### config.mk
export PLATFORM = sky130hd
export DESIGN_NAME = dmem_arbiter_flat
export DESIGN_NICKNAME = d
export VERILOG_FILES = /design/src/rtl/dmem_arb_pkg.sv /design/src/rtl/dmem_arbiter_if.sv /design/src/rtl/dmem_arb_pick.sv /design/src/rtl/dmem_arbiter.sv /design/src/flat_wrapper.sv
export SDC_FILE = /design/constraint.sdc
export NUM_CORES = 1
export LEC_CHECK = 0
export ABC_AREA = 1
export BUFFER_PORTS_ARGS = -buffer_cell sky130_fd_sc_hd__buf_2
export CAP_MARGIN = 0
export CORE_MARGIN = 2
export CORE_UTILIZATION = 47
export CTS_CLUSTER_DIAMETER = 30
export CTS_CLUSTER_SIZE = 30
export DETAILED_ROUTE_END_ITERATION = 6
export PLACE_DENSITY_LB_ADDON = 0.15
export SYNTH_ARGS = -nofsm -noshare
export SYNTH_HDL_FRONTEND = slang
export SYNTH_SLANG_ARGS = --single-unit
### constraint.sdc
create_clock -name CLK -period 2.35 [get_ports CLK]
set_clock_uncertainty 0.1 [all_clocks]
set_input_delay 0.705 -clock CLK [delete_from_list [all_inputs] [get_ports CLK]]
set_output_delay 0.705 -clock CLK [all_outputs]
set_load 0.005 [all_outputs]
### src/rtl/dmem_arb_pkg.sv
// Shared types, port ids and the address legality check for the data-memory arbiter.
// Build option: DMEM_ARB_RR_EN selects round-robin arbitration instead of fixed priority.
package dmem_arb_pkg;

  typedef enum logic [1:0] {
    IDLE   = 2'd0,
    ACCESS = 2'd1,
    RESP   = 2'd2
  } state_e;

  localparam logic PORT_CPU = 1'b0;
  localparam logic PORT_AUX = 1'b1;

  // A word access is legal only when word-aligned and fully inside the memory.
  function automatic logic addr_legal(input logic [63:0] addr, input logic [63:0] mem_bytes);
    return (addr[1:0] == 2'b00) && (addr <= mem_bytes - 64'd4);
  endfunction

endpackage

### src/rtl/dmem_arbiter_if.sv
// Bundle of the two requester ports and the data-memory port around dmem_arbiter.
// slave = arbiter view; master = requesters plus memory (as driven by a testbench or SoC glue).
interface dmem_arbiter_if #(
  parameter int ADDR_W = 32,
  parameter int DATA_W = 32
);
  logic              req0, req1;
  logic              we0, we1;
  logic [ADDR_W-1:0] addr0, addr1;
  logic [DATA_W-1:0] wdata0, wdata1;
  logic [DATA_W-1:0] rdata0, rdata1;
  logic              ack0, ack1;
  logic              err0, err1;
  logic [ADDR_W-1:0] Daddr;
  logic [DATA_W-1:0] DataIn;
  logic              mRD, mWR;
  logic [DATA_W-1:0] DataOut;

  modport slave (
    input  req0, req1, we0, we1, addr0, addr1, wdata0, wdata1, DataOut,
    output rdata0, rdata1, ack0, ack1, err0, err1, Daddr, DataIn, mRD, mWR
  );

  modport master (
    output req0, req1, we0, we1, addr0, addr1, wdata0, wdata1, DataOut,
    input  rdata0, rdata1, ack0, ack1, err0, err1, Daddr, DataIn, mRD, mWR
  );
endinterface

### src/rtl/dmem_arb_pick.sv
// Combinational winner selection between the two requesters.
// Build option: DMEM_ARB_RR_EN gives simultaneous requests to the port not granted last.
module dmem_arb_pick
  import dmem_arb_pkg::*;
(
  input  logic i_req0,
  input  logic i_req1,
`ifdef DMEM_ARB_RR_EN
  input  logic i_last,
`endif
  output logic o_any,
  output logic o_win
);

  always_comb begin
    o_any = i_req0 | i_req1;
    o_win = PORT_CPU;
`ifdef DMEM_ARB_RR_EN
    if (i_req0 && i_req1) begin
      o_win = ~i_last;
    end else if (i_req1) begin
      o_win = PORT_AUX;
    end
`else
    if (!i_req0 && i_req1) begin
      o_win = PORT_AUX;
    end
`endif
  end

endmodule

### src/rtl/dmem_arbiter.sv
// Two-port arbiter for the big-endian data memory: IDLE -> ACCESS -> RESP per word transaction.
// Build option: DMEM_ARB_RR_EN enables round-robin arbitration (default: port 0 has priority).
module dmem_arbiter
  import dmem_arb_pkg::*;
#(
  parameter int ADDR_W    = 32,
  parameter int DATA_W    = 32,
  parameter int MEM_BYTES = 256
) (
  input logic            CLK,
  input logic            Reset,
  dmem_arbiter_if.slave  bus
);

  state_e            r_state, w_state_nxt;
  logic              r_port, w_port_nxt;
  logic [ADDR_W-1:0] r_daddr, w_daddr_nxt;
  logic [DATA_W-1:0] r_datain, w_datain_nxt;
  logic              r_mrd, w_mrd_nxt;
  logic              r_mwr, w_mwr_nxt;
  logic [DATA_W-1:0] r_rdata0, w_rdata0_nxt;
  logic [DATA_W-1:0] r_rdata1, w_rdata1_nxt;
  logic              r_ack0, w_ack0_nxt;
  logic              r_ack1, w_ack1_nxt;
  logic              r_err0, w_err0_nxt;
  logic              r_err1, w_err1_nxt;
`ifdef DMEM_ARB_RR_EN
  logic              r_last, w_last_nxt;
`endif

  logic              w_any, w_win;
  logic              w_sel_we;
  logic [ADDR_W-1:0] w_sel_addr;
  logic [DATA_W-1:0] w_sel_wdata;
  logic              w_legal;
  logic [DATA_W-1:0] w_capture;

  dmem_arb_pick u_pick (
    .i_req0 (bus.req0),
    .i_req1 (bus.req1),
`ifdef DMEM_ARB_RR_EN
    .i_last (r_last),
`endif
    .o_any  (w_any),
    .o_win  (w_win)
  );

  assign w_sel_we    = (w_win == PORT_AUX) ? bus.we1    : bus.we0;
  assign w_sel_addr  = (w_win == PORT_AUX) ? bus.addr1  : bus.addr0;
  assign w_sel_wdata = (w_win == PORT_AUX) ? bus.wdata1 : bus.wdata0;
  assign w_legal     = addr_legal(64'(w_sel_addr), 64'(MEM_BYTES));
  // Stores complete with a zero result; only loads return memory data.
  assign w_capture   = r_mrd ? bus.DataOut : '0;

  always_comb begin
    // NOTE: every next-state variable takes its hold value first, so no branch can infer a latch.
    w_state_nxt  = r_state;
    w_port_nxt   = r_port;
    w_daddr_nxt  = r_daddr;
    w_datain_nxt = r_datain;
    w_mrd_nxt    = r_mrd;
    w_mwr_nxt    = r_mwr;
    w_rdata0_nxt = r_rdata0;
    w_rdata1_nxt = r_rdata1;
    w_ack0_nxt   = r_ack0;
    w_ack1_nxt   = r_ack1;
    w_err0_nxt   = r_err0;
    w_err1_nxt   = r_err1;
`ifdef DMEM_ARB_RR_EN
    w_last_nxt   = r_last;
`endif

    case (r_state)
      IDLE: begin
        if (w_any) begin
          w_port_nxt = w_win;
`ifdef DMEM_ARB_RR_EN
          w_last_nxt = w_win;
`endif
          if (w_legal) begin
            w_state_nxt  = ACCESS;
            w_daddr_nxt  = w_sel_addr;
            w_datain_nxt = w_sel_wdata;
            w_mrd_nxt    = ~w_sel_we;
            w_mwr_nxt    = w_sel_we;
          end else begin
            // Rejected before any strobe: answer straight away with err qualifying ack.
            w_state_nxt = RESP;
            if (w_win == PORT_AUX) begin
              w_ack1_nxt   = 1'b1;
              w_err1_nxt   = 1'b1;
              w_rdata1_nxt = '0;
            end else begin
              w_ack0_nxt   = 1'b1;
              w_err0_nxt   = 1'b1;
              w_rdata0_nxt = '0;
            end
          end
        end
      end

      ACCESS: begin
        w_state_nxt = RESP;
        w_mrd_nxt   = 1'b0;
        w_mwr_nxt   = 1'b0;
        if (r_port == PORT_AUX) begin
          w_rdata1_nxt = w_capture;
          w_ack1_nxt   = 1'b1;
        end else begin
          w_rdata0_nxt = w_capture;
          w_ack0_nxt   = 1'b1;
        end
      end

      RESP: begin
        w_state_nxt = IDLE;
        w_ack0_nxt  = 1'b0;
        w_ack1_nxt  = 1'b0;
        w_err0_nxt  = 1'b0;
        w_err1_nxt  = 1'b0;
      end

      default: begin
        w_state_nxt = IDLE;
      end
    endcase
  end

  // NOTE: sequential state uses non-blocking assignments so every register samples pre-edge values.
  always_ff @(posedge CLK or negedge Reset) begin
    if (!Reset) begin
      r_state  <= IDLE;
      r_port   <= PORT_AUX;
      r_daddr  <= '0;
      r_datain <= '0;
      r_mrd    <= 1'b0;
      r_mwr    <= 1'b0;
      r_rdata0 <= '0;
      r_rdata1 <= '0;
      r_ack0   <= 1'b0;
      r_ack1   <= 1'b0;
      r_err0   <= 1'b0;
      r_err1   <= 1'b0;
`ifdef DMEM_ARB_RR_EN
      r_last   <= PORT_AUX;
`endif
    end else begin
      r_state  <= w_state_nxt;
      r_port   <= w_port_nxt;
      r_daddr  <= w_daddr_nxt;
      r_datain <= w_datain_nxt;
      r_mrd    <= w_mrd_nxt;
      r_mwr    <= w_mwr_nxt;
      r_rdata0 <= w_rdata0_nxt;
      r_rdata1 <= w_rdata1_nxt;
      r_ack0   <= w_ack0_nxt;
      r_ack1   <= w_ack1_nxt;
      r_err0   <= w_err0_nxt;
      r_err1   <= w_err1_nxt;
`ifdef DMEM_ARB_RR_EN
      r_last   <= w_last_nxt;
`endif
    end
  end

  assign bus.Daddr  = r_daddr;
  assign bus.DataIn = r_datain;
  assign bus.mRD    = r_mrd;
  assign bus.mWR    = r_mwr;
  assign bus.rdata0 = r_rdata0;
  assign bus.rdata1 = r_rdata1;
  assign bus.ack0   = r_ack0;
  assign bus.ack1   = r_ack1;
  assign bus.err0   = r_err0;
  assign bus.err1   = r_err1;

endmodule

### src/flat_wrapper.sv
// flat-port wrapper written by rule: the top's interface ports become plain ports
module dmem_arbiter_flat import dmem_arb_pkg::*;
#(
  parameter int ADDR_W    = 32,
  parameter int DATA_W    = 32,
  parameter int MEM_BYTES = 256
)
  (CLK, Reset, bus_req0, bus_req1, bus_we0, bus_we1, bus_addr0, bus_addr1, bus_wdata0, bus_wdata1, bus_DataOut, bus_rdata0, bus_rdata1, bus_ack0, bus_ack1, bus_err0, bus_err1, bus_Daddr, bus_DataIn, bus_mRD, bus_mWR);
  dmem_arbiter_if #(.ADDR_W(ADDR_W), .DATA_W(DATA_W)) bus_i ();
  input logic CLK;
  input logic Reset;
  input wire logic [$bits(bus_i.req0)-1:0] bus_req0;
  input wire logic [$bits(bus_i.req1)-1:0] bus_req1;
  input wire logic [$bits(bus_i.we0)-1:0] bus_we0;
  input wire logic [$bits(bus_i.we1)-1:0] bus_we1;
  input wire logic [$bits(bus_i.addr0)-1:0] bus_addr0;
  input wire logic [$bits(bus_i.addr1)-1:0] bus_addr1;
  input wire logic [$bits(bus_i.wdata0)-1:0] bus_wdata0;
  input wire logic [$bits(bus_i.wdata1)-1:0] bus_wdata1;
  input wire logic [$bits(bus_i.DataOut)-1:0] bus_DataOut;
  output wire logic [$bits(bus_i.rdata0)-1:0] bus_rdata0;
  output wire logic [$bits(bus_i.rdata1)-1:0] bus_rdata1;
  output wire logic [$bits(bus_i.ack0)-1:0] bus_ack0;
  output wire logic [$bits(bus_i.ack1)-1:0] bus_ack1;
  output wire logic [$bits(bus_i.err0)-1:0] bus_err0;
  output wire logic [$bits(bus_i.err1)-1:0] bus_err1;
  output wire logic [$bits(bus_i.Daddr)-1:0] bus_Daddr;
  output wire logic [$bits(bus_i.DataIn)-1:0] bus_DataIn;
  output wire logic [$bits(bus_i.mRD)-1:0] bus_mRD;
  output wire logic [$bits(bus_i.mWR)-1:0] bus_mWR;
  assign bus_i.req0 = bus_req0;
  assign bus_i.req1 = bus_req1;
  assign bus_i.we0 = bus_we0;
  assign bus_i.we1 = bus_we1;
  assign bus_i.addr0 = bus_addr0;
  assign bus_i.addr1 = bus_addr1;
  assign bus_i.wdata0 = bus_wdata0;
  assign bus_i.wdata1 = bus_wdata1;
  assign bus_i.DataOut = bus_DataOut;
  assign bus_rdata0 = bus_i.rdata0;
  assign bus_rdata1 = bus_i.rdata1;
  assign bus_ack0 = bus_i.ack0;
  assign bus_ack1 = bus_i.ack1;
  assign bus_err0 = bus_i.err0;
  assign bus_err1 = bus_i.err1;
  assign bus_Daddr = bus_i.Daddr;
  assign bus_DataIn = bus_i.DataIn;
  assign bus_mRD = bus_i.mRD;
  assign bus_mWR = bus_i.mWR;
  dmem_arbiter #(.ADDR_W(ADDR_W), .DATA_W(DATA_W), .MEM_BYTES(MEM_BYTES)) u_core (.CLK(CLK), .Reset(Reset), .bus(bus_i));
endmodule
==> run metrics <==
Final Slew Violations 0; unrepaired setup endpoints after global routing false; Post-Syn Area per Cell 7.53 um^2; outcome complete, no violations; via count 6296; Layout area overhead 38.3%; fraction of registers with async set or reset after synthesis 100%; type of the worst min-delay path in -> async; DP Cell Count 1314; Worst Tran Pin Value 481 ps; Worst setup SP type input port; final total power 6150 uW; Remaining Overflow, GRT 0; number of fill cells 1184; Initial Util 48.4%; switching power 1690 uW; overall die width 121 um; io pins 300; first-iteration detailed-routing DRC count 421; Core Area 0.0133 mm^2; Sequential Power Share 39.8%; layout cell share with drive strength beyond 1 32.0%; leading area contributor after synthesis dfrtp_1; CTS tree yes; routed len/inst 13.3 um; Worst-path clk slew 60 ps; hold buffers post-CTS 0; Post-synth EDFFs 0; clk root buf clkbuf_16; endpoints failing setup 0; GR Util All Layers 25.3%; Pint 4460 uW; Max-Cap Viols 0; Post-Syn Area 0.00643 mm^2; Switching Fraction 27.5%; WHS 126 ps; cell row count 42; clk sinks 137; Worst Path Arrival 2410 ps; crit path capture type register; Post-Synthesis Net Count 1021; final hold viol count 0; first-pass GRT wire length 29200 um; clock share of power 43.2%; power per cell area 690 mW/mm^2; post-synthesis sequential element count 137; Post-Layout Inst Area 0.00890 mm^2; Via density 4.67; DRC 0; Crit Path Max Fanout 38; Detail Route Antenna Nets 0; HPWL Detailed 13000 um; H-tree levels 4; Leakage 0.00589 uW; area of the die 0.0146 mm^2; drt first pass iters 5; Max Fclk 0.459 GHz; initial antenna violation count 0; Placed Area 0.00829 mm^2; Routed WL 17900 um; Chip Height 121 um; Antenna diodes 0; combinational power share 17.0%; post-synthesis cell type count 24; Final Cycle Share 92.7%; Max Root-Sink Buffers 2; Warnings, synthesis 0; Non-Filler Instances 1347; Max VDD drop 396 uV; Final nets 1324; IO buf count 299; top_reg_cell synth dfrtp_1; clk_lat worst skew 410 ps; TritonCTS buffer count 17; Slew headroom 68.0%; vias in the first global route 6038; largest net degree at the start of global routing 49; Util after Layout 66.9%; register area share after synthesis 53.3%; Synth Instances 855; top post-synthesis cells by area dfrtp_1 (53%), nand2_1 (26%), inv_1 (5.4%); Period minus WS final 2180 ps; routability cong. 0.850; required time worst endpoint 2580 ps; top cell type's share of synthesized area 52.9%; kind of critical path in -> reg
[power by group through the flow]
stage / sequential [uW] / combinational, uW / clock [uW]
floorplan: 2490 / 574 / 0
global placement: 2480 / 1040 / 0
detailed placement: 2490 / 1040 / 0
CTS: 2440 / 1040 / 2700
global route: 2450 / 1150 / 2810
finish: 2450 / 1040 / 2660
[timing repair]
action	in CTS	in global routing
buffers inserted	0	1
setup endpoints to repair	0	7
endpoints found under the hold margin	0	0
resized for setup	0	1
[placed cells by master, fill, tap and decap left out, types with 2 or more instances in the layout]
master      count
clkinvlp_4      4
buf_4          18
clkbuf_16      17
nand2_1       449
o21ai_1        41
nand3b_1        2
nand4_1        32
clkinv_2        4
clkbuf_8        4
o21ai_0         7
dfrtp_1       136
inv_1          93
nand2_2         3
nor2_1         17
mux2i_1         6
bufinv_16       2
nand3_2         2
buf_12         12
buf_2         298
nand3_1        11
nor2_4          3
inv_2           3
[logic make-up after synthesis]
group,share of synthesized area [%]
buffers and inverters,9.41
and+or+nand+nor,32.5
AOI/OAI and AO/OA,3.81
DFF,53.3
muxes,0.933
[state kept, by name, summed over array words and instances, names as in the netlist]
| name | cells |
|---|---|
| u_core.bus.Daddr | 32 |
| u_core.bus.rdata1 | 32 |
| u_core.r_port | 1 |
| u_core.bus.err1 | 1 |
| u_core.bus.mWR | 1 |
| u_core.bus.DataIn | 32 |
| u_core.bus.ack0 | 1 |
| u_core.bus.mRD | 1 |
| u_core.bus.err0 | 1 |
| u_core.r_state | 2 |
| u_core.bus.rdata0 | 32 |
| u_core.bus.ack1 | 1 |
[synth_stat cells (4+ instances only)]
master      n
inv_1      93
o21ai_1    41
buf_1       4
o21ai_0     7
nand3_1    11
buf_4      10
buf_2      10
dfrtp_1   136
mux2i_1     6
clkbuf_1   18
nand4_1    32
nand2_1   451
nor2_1     17
[per-layer routing]
layer | routed length (um) | share of wire [%] | GRT usage (%) | vias to the layer above
met5 | 0 | 0 | 0 | -
met4 | 323 | 1.8 | 8.36 | 0
met3 | 1270 | 7.1 | 6.72 | 29
met2 | 8620 | 48 | 41.5 | 247
met1 | 7700 | 43 | 32.6 | 2813
li1 | - | - | - | 3207
[critical path, cell delays in order]
cell     delay (ps)
buf_2           140
inv_2            70
nor2_4           60
buf_4           150
buf_12          130
nand2_1          50
nand2_1          40
nor2_1          100
nand3_1         130
nor2_4          160
nand3_1         120
nand2_2         140
buf_12          200
nand2_1          90
o21ai_1         100
[area by class of cell]
class / count / area, um^2 / share of cell area, %
sequential: 137 / 3430 / 38.5
multi-input combinational: 576 / 2410 / 27.1
timing repair buffer: 329 / 1880 / 21.1
clock buffer: 21 / 480 / 5.40
inverter: 97 / 364 / 4.09
tap: 176 / 220 / 2.47
clock inverter: 11 / 119 / 1.34
[metrics by stage]
| stage | setup TNS (ps) | setup WS (ps) |
|---|---|---|
| floorplan | -573 | -28.7 |
| global placement | -20060 | -193 |
| detailed placement | -21300 | -203 |
| CTS | 0 | 202 |
| global route | 0 | 9.38 |
| finish | 0 | 171 |
[worst paths after layout]
path                       slack [ps]                     to  cells past startpoint                  from
setup reg to reg                  480  u_core.bus.rdata1[30]                      8     u_core.r_state[1]
max in group asynchronous        1460   u_core.bus.Daddr[28]                      2                 Reset
hold / removal                    130  u_core.bus.rdata1[10]                      1                 Reset
min in group CLK                  360   u_core.bus.Daddr[17]                      2  u_core.bus.Daddr[17]
setup / recovery                  170  u_core.bus.rdata0[10]                     15              bus_req1
hold reg to reg                   360   u_core.bus.Daddr[17]                      2  u_core.bus.Daddr[17]
Note: power is estimated with default switching activity, not from simulation.
